--- src/rtl/mips_pipe_pkg.sv ---
// Shared definitions for the MIPS elastic pipeline stage: occupancy encoding,
// default field widths and ID/EX payload packing offsets.
package mips_pipe_pkg;

  typedef enum logic [1:0] {
    ST_EMPTY = 2'd0,
    ST_ONE   = 2'd1,
    ST_FULL  = 2'd2
  } pipe_state_e;

  localparam int unsigned DEF_CTRL_W = 20;
  localparam int unsigned REG_W      = 5;
  localparam int unsigned WORD_W     = 32;

  // ID/EX payload, LSB first: SHIFT, RD, RT, RS, SIGNEXT, RD2, RD1, PC, CTRL
  localparam int unsigned SHIFT_LSB   = 0;
  localparam int unsigned RD_LSB      = SHIFT_LSB + WORD_W;
  localparam int unsigned RT_LSB      = RD_LSB + REG_W;
  localparam int unsigned RS_LSB      = RT_LSB + REG_W;
  localparam int unsigned SIGNEXT_LSB = RS_LSB + REG_W;
  localparam int unsigned RD2_LSB     = SIGNEXT_LSB + WORD_W;
  localparam int unsigned RD1_LSB     = RD2_LSB + WORD_W;
  localparam int unsigned PC_LSB      = RD1_LSB + WORD_W;
  localparam int unsigned CTRL_LSB    = PC_LSB + WORD_W;
  localparam int unsigned IDEX_W      = CTRL_LSB + DEF_CTRL_W;

endpackage

--- src/rtl/mips_sat_counter.sv ---
// Saturating up-counter; holds at all-ones instead of wrapping.
module mips_sat_counter #(
  parameter int unsigned W = 16
) (
  input  logic         CLK,
  input  logic         RESET,
  input  logic         INC,
  output logic [W-1:0] CNT
);

  logic [W-1:0] cnt_q, cnt_d;

  always_comb begin
    cnt_d = cnt_q;
    if (INC && (cnt_q != {W{1'b1}})) cnt_d = cnt_q + W'(1);
  end

  always_ff @(posedge CLK or posedge RESET) begin
    if (RESET) cnt_q <= '0;
    else       cnt_q <= cnt_d;
  end

  assign CNT = cnt_q;

endmodule

--- src/rtl/mips_pipe_stage.sv ---
// Elastic inter-stage pipeline register with valid/ready handshake, optional
// skid entry, flush with bubble insertion and a saturating stall counter.
module mips_pipe_stage
  import mips_pipe_pkg::*;
#(
  parameter int unsigned DATA_W = IDEX_W,
  parameter int unsigned CTRL_W = DEF_CTRL_W,
  parameter bit          SKID   = 1'b1,
  parameter int unsigned CNT_W  = 16
) (
  input  logic              CLK,
  input  logic              RESET,
  input  logic              FLUSH,
  input  logic              I_VALID,
  output logic              O_READY,
  input  logic [DATA_W-1:0] I_DATA,
  output logic              O_VALID,
  input  logic              I_READY,
  output logic [DATA_W-1:0] O_DATA,
  output logic [1:0]        O_OCC,
  output logic [CNT_W-1:0]  O_STALL_CNT
);

  pipe_state_e       state_q;
  logic              main_valid_q, skid_valid_q;
  logic [DATA_W-1:0] main_q, skid_q;
  logic              in_xfer, out_xfer, stall;

  // An invalid entry must present a NOP control word downstream
  function automatic logic [DATA_W-1:0] kill_ctrl(input logic [DATA_W-1:0] d);
    logic [DATA_W-1:0] r;
    r = d;
    r[DATA_W-1 -: CTRL_W] = '0;
    return r;
  endfunction

  if (SKID) begin : g_skid
    assign O_READY = ~skid_valid_q;
  end else begin : g_noskid
    assign O_READY = ~main_valid_q | I_READY;
  end

  assign in_xfer  = I_VALID & O_READY;
  assign out_xfer = main_valid_q & I_READY;
  assign stall    = main_valid_q & ~I_READY;

  // Occupancy FSM and entry storage; FLUSH wins over any input transfer
  always_ff @(posedge CLK or posedge RESET) begin
    if (RESET) begin
      state_q      <= ST_EMPTY;
      main_valid_q <= 1'b0;
      skid_valid_q <= 1'b0;
      main_q       <= '0;
      skid_q       <= '0;
    end else if (FLUSH) begin
      state_q      <= ST_EMPTY;
      main_valid_q <= 1'b0;
      skid_valid_q <= 1'b0;
      main_q       <= kill_ctrl(main_q);
      skid_q       <= kill_ctrl(skid_q);
    end else begin
      unique case (state_q)
        ST_EMPTY: begin
          if (in_xfer) begin
            main_q       <= I_DATA;
            main_valid_q <= 1'b1;
            state_q      <= ST_ONE;
          end
        end
        ST_ONE: begin
          if (in_xfer && out_xfer) begin
            main_q <= I_DATA;
          end else if (out_xfer) begin
            main_q       <= kill_ctrl(main_q);
            main_valid_q <= 1'b0;
            state_q      <= ST_EMPTY;
          end else if (in_xfer && SKID) begin
            skid_q       <= I_DATA;
            skid_valid_q <= 1'b1;
            state_q      <= ST_FULL;
          end
        end
        ST_FULL: begin
          if (out_xfer) begin
            main_q       <= skid_q;
            skid_q       <= kill_ctrl(skid_q);
            skid_valid_q <= 1'b0;
            state_q      <= ST_ONE;
          end
        end
        default: begin
          state_q      <= ST_EMPTY;
          main_valid_q <= 1'b0;
          skid_valid_q <= 1'b0;
        end
      endcase
    end
  end

  assign O_VALID = main_valid_q;
  assign O_DATA  = main_q;
  assign O_OCC   = state_q;

  mips_sat_counter #(
    .W(CNT_W)
  ) u_stall_cnt (
    .CLK  (CLK),
    .RESET(RESET),
    .INC  (stall),
    .CNT  (O_STALL_CNT)
  );

endmodule

--- config.mk ---
export PLATFORM = sky130hd
export DESIGN_NAME = mips_pipe_stage
export DESIGN_NICKNAME = d
export VERILOG_FILES = /design/src/rtl/mips_pipe_pkg.sv /design/src/rtl/mips_sat_counter.sv /design/src/rtl/mips_pipe_stage.sv
export SDC_FILE = /design/constraint.sdc
export NUM_CORES = 1
export LEC_CHECK = 0
export CAP_MARGIN = 30
export CELL_PAD_IN_SITES_DETAIL_PLACEMENT = 0
export CELL_PAD_IN_SITES_GLOBAL_PLACEMENT = 1
export CORE_MARGIN = 1
export CORE_UTILIZATION = 38
export DETAILED_ROUTE_END_ITERATION = 8
export PLACE_DENSITY_LB_ADDON = 0.3
export SLEW_MARGIN = 10
export SYNTH_ARGS = -nofsm -noshare
export SYNTH_HDL_FRONTEND = slang
export SYNTH_SLANG_ARGS = --single-unit
--- constraint.sdc ---
create_clock -name CLK -period 20.8 [get_ports CLK]
set_input_delay 5.2 -clock CLK [delete_from_list [all_inputs] [get_ports CLK]]
set_output_delay 5.2 -clock CLK [all_outputs]
set_load 0.02 [all_outputs]
==> summary.md <==
| Metric | Value |
|---|---|
| Outcome | `finished, final reports clean` |
| Worst-Skew Late Latency | `570 ps` |
| Part of the power in the clock network | `23.3%` |
| Die Area | `47,300 sq um` |
| CTS Buf Count | `47` |
| R2r worst-path depth | `7` |
| Fin worst setup slack | `13,020 ps` |
| Drt pass-1 iters | `5` |
| Yosys warns | `0` |
| Crit-path cells | `clkdlybuf4s50_1, nor2_1, nand3_4, buf_12, buf_4, o21ai_1` |
| Final setup viols | `0` |
| CP max stage cell | `buf_4` |
| Setup crit end kind | `register` |
| Vias | `14,300` |
| Syn Nets | `2,017` |
| Final wirelength | `51.9 mm` |
| CTS H-tree lvls | `2` |
| Initial antenna violation count | `10` |
| Top-count cell post-synth | `nand2_1` |
| Final nets | `2,352` |
| Combinational share of power | `39.9%` |
| Post-route clock period utilization | `37.4%` |
| Post-synth EDFFs | `0` |
| Main synth FF type | `dfrtp_1` |
| Peak supply drop | `0.0000787 V` |
| Share of layout cells above drive strength 1 | `4.82%` |
| CTS clk-pin slew, worst paths | `60 ps` |
| Area Overhead vs Synth | `34.4%` |
| Largest net degree at the start of global routing | `262` |
| Post-route ant nets | `0` |
| Asr flop ratio synth | `100%` |
| CP Data Arrival Time | `8190 ps` |
| Switching power | `1320 uW` |
| Hold Path End | `skid_q[172]` |
| # rows | `78` |
| Fin area | `23,700 sq um` |
| Switching Share | `37.6%` |
| CTS tree | `yes` |
| Chip Width | `218 um` |
| Core ar. | `45,600 sq um` |
| Placed instance area | `22,200 sq um` |
| Share of the synthesized area in the top cell type | `58.1%` |
| Yosys top cell by area | `dfrtp_1` |
| Worst slew margin | `25.6%` |
| Critical Path RT | `21,210 ps` |
| IO Pins | `415` |
| Cell area power density | `148 nW/um^2` |
| CP startpoint kind | `input pin` |
| Max Freq | `0.128 GHz` |
| Critical Path Fanout Max | `261` |
| P_int | `2190 uW` |
| GPL Wtd Cong | `0.813` |
| Seq/Total Area, Yosys | `58.1%` |
| Commonest cells in the netlist | `nand2_1 (575), dfrtp_1 (410), a22oi_1 (195), nand3b_1 (176), o21ai_1 (131)` |
| Vias in the first global route | `14,100` |
| Total grt overflow | `0` |
| Setup bufs post-CTS | `0` |
| Root cell of the clock tree | `clkbuf_16` |
| Reg2Reg Setup Slack | `16,950 ps` |
| Dominant cells by area after synthesis | `dfrtp_1 (58%), nand2_1 (12%), a22oi_1 (8.3%)` |
| Max-slew violations | `0` |
| Wire per inst | `18.6 um` |
| Post-CTS Hold Buffers | `0` |
| Post-Syn Area | `17,700 sq um` |
| Total negative slack | `0 ps` |
| Iter 0 DRT Violations | `1,209` |
| Sequential power share | `36.8%` |
| Final hold vios | `0` |
| Hold Crit Class | `reg -> reg` |
| Worst-Margin Slew | `1120 ps` |
| DIE HEIGHT | `218 um` |
| Leak Pwr | `0.0106 uW` |
| Worst path max stage delay | `830 ps` |
| CTS Buffer Depth | `3` |
| Sink Count | `410` |
| Crit Reg-Reg Endpoint | `O_DATA[0]` |
| I/O Buffers | `414` |
| Dpl ws | `12,550 ps` |
| Unrepaired setup endpoints after global routing | `no` |
| Initial Utilization | `38.7%` |
| Worst Hold Launch | `skid_q[172]` |
| # resized after CTS | `0` |
| Drt via density | `5.13` |
| Dpl hpwl | `31.8 mm` |
| Yosys cell types | `38` |
| Mean post-synth cell area | `9.75 sq um` |
| CP Class | `in -> reg` |
| Final period demand of the worst path | `7780 ps` |
| Mapped Cells | `1,812` |
| Register bit total from synthesis | `410` |
| Worst hold slack | `464 ps` |
| Max-cap violations | `0` |
| Gr usage total | `21.6%` |
| WHS Path Cells | `2` |
| First-pass GRT wire length | `81.4 mm` |
| Remaining DRCs | `0` |
| Worst Skew | `10.8 ps` |
| R2r startpoint | `O_OCC[0]` |
==> metal layers <==
metal	share of wire (%)	wire (um)	track usage, %
met5	0.065	34	0
met4	2.7	1410	7.58
met3	7.1	3680	5.98
met2	46	23700	32.9
met1	45	23100	29.6
==> cell usage in the layout (no fill, tap or decap), types with 2 or more instances in the layout <==
cell type / count
a211oi_1: 2
a21oi_1: 4
a22oi_1: 195
a31oi_1: 3
buf_12: 3
buf_16: 5
buf_4: 14
clkbuf_1: 12
clkbuf_16: 49
clkbuf_8: 14
clkdlybuf4s50_1: 414
clkinv_2: 6
dfrtp_1: 410
diode_2: 7
ha_1: 4
inv_1: 7
mux2_2: 2
nand2_1: 575
nand2b_1: 2
nand3_1: 10
nand3b_1: 176
nor2_1: 16
nor3_1: 3
o21ai_0: 67
o21ai_1: 131
o2bb2ai_1: 21
xnor2_1: 3
xor2_1: 11
==> logic make-up after synthesis <==
logic type / synth area share (%)
and+or+nand+nor: 20.9
AOI/OAI and AO/OA: 15.6
DFF: 58.1
buffers and inverters: 4.20
xor gates and xnor gates: 0.694
adders and majority gates: 0.354
muxes: 0.128
==> worst max-delay path by stage <==
stage            start          end  slack [ps]  cells past startpoint
2_1_floorplan    RESET    O_DATA[0]        4190                      1
6_report         FLUSH    O_DATA[0]       13020                      6
5_1_grt          FLUSH  O_DATA[166]       12820                      7
3_5_place_dp     FLUSH    O_DATA[0]       12550                      6
4_1_cts          FLUSH    O_DATA[0]       13160                      6
3_3_place_gp   I_READY   skid_q[10]       12390                      8
==> power groups by stage <==
stage               Combinational [uW]  Clock [uW]  Sequential [uW]
global route                      1540         870             1330
CTS                               1420         842             1290
floorplan                          671           0             1460
detailed placement                1410           0             1300
finish                            1400         815             1290
global placement                  1370           0             1290
==> critical path: cells and delay by family <==
kind                   cells  cell delay (ps)
and+or+nand+nor            2              260
buffers and inverters      3             2310
AOI/OAI and AO/OA          1              180
==> flip-flops by register name, summed over array words and instances (netlist names) <==
register	cells
O_DATA	195
skid_valid_q	1
skid_q	195
O_OCC	2
u_stall_cnt.CNT	16
O_VALID	1
==> metrics by stage <==
step | util [%] | power [uW] | instances
floorplan | - | 2130 | 1812
global placement | 48.3 | 2670 | 2691
detailed placement | 48.6 | 2720 | 2697
CTS | 52.0 | 3550 | 2779
global route | 52.1 | 3740 | 2785
finish | 52.1 | 3510 | 2787
==> area by class of cell <==
class | instances | area, sq um
fillers | 4244 | 21800
flip-flops and latches | 410 | 10300
clock inverters | 7 | 60.1
well taps | 600 | 751
clock buffers | 75 | 1460
repair buffers | 437 | 4460
diodes | 7 | 17.5
inverters | 8 | 37.5
multi-input cells | 1243 | 6690
Note: power is estimated with default switching activity, not from simulation.
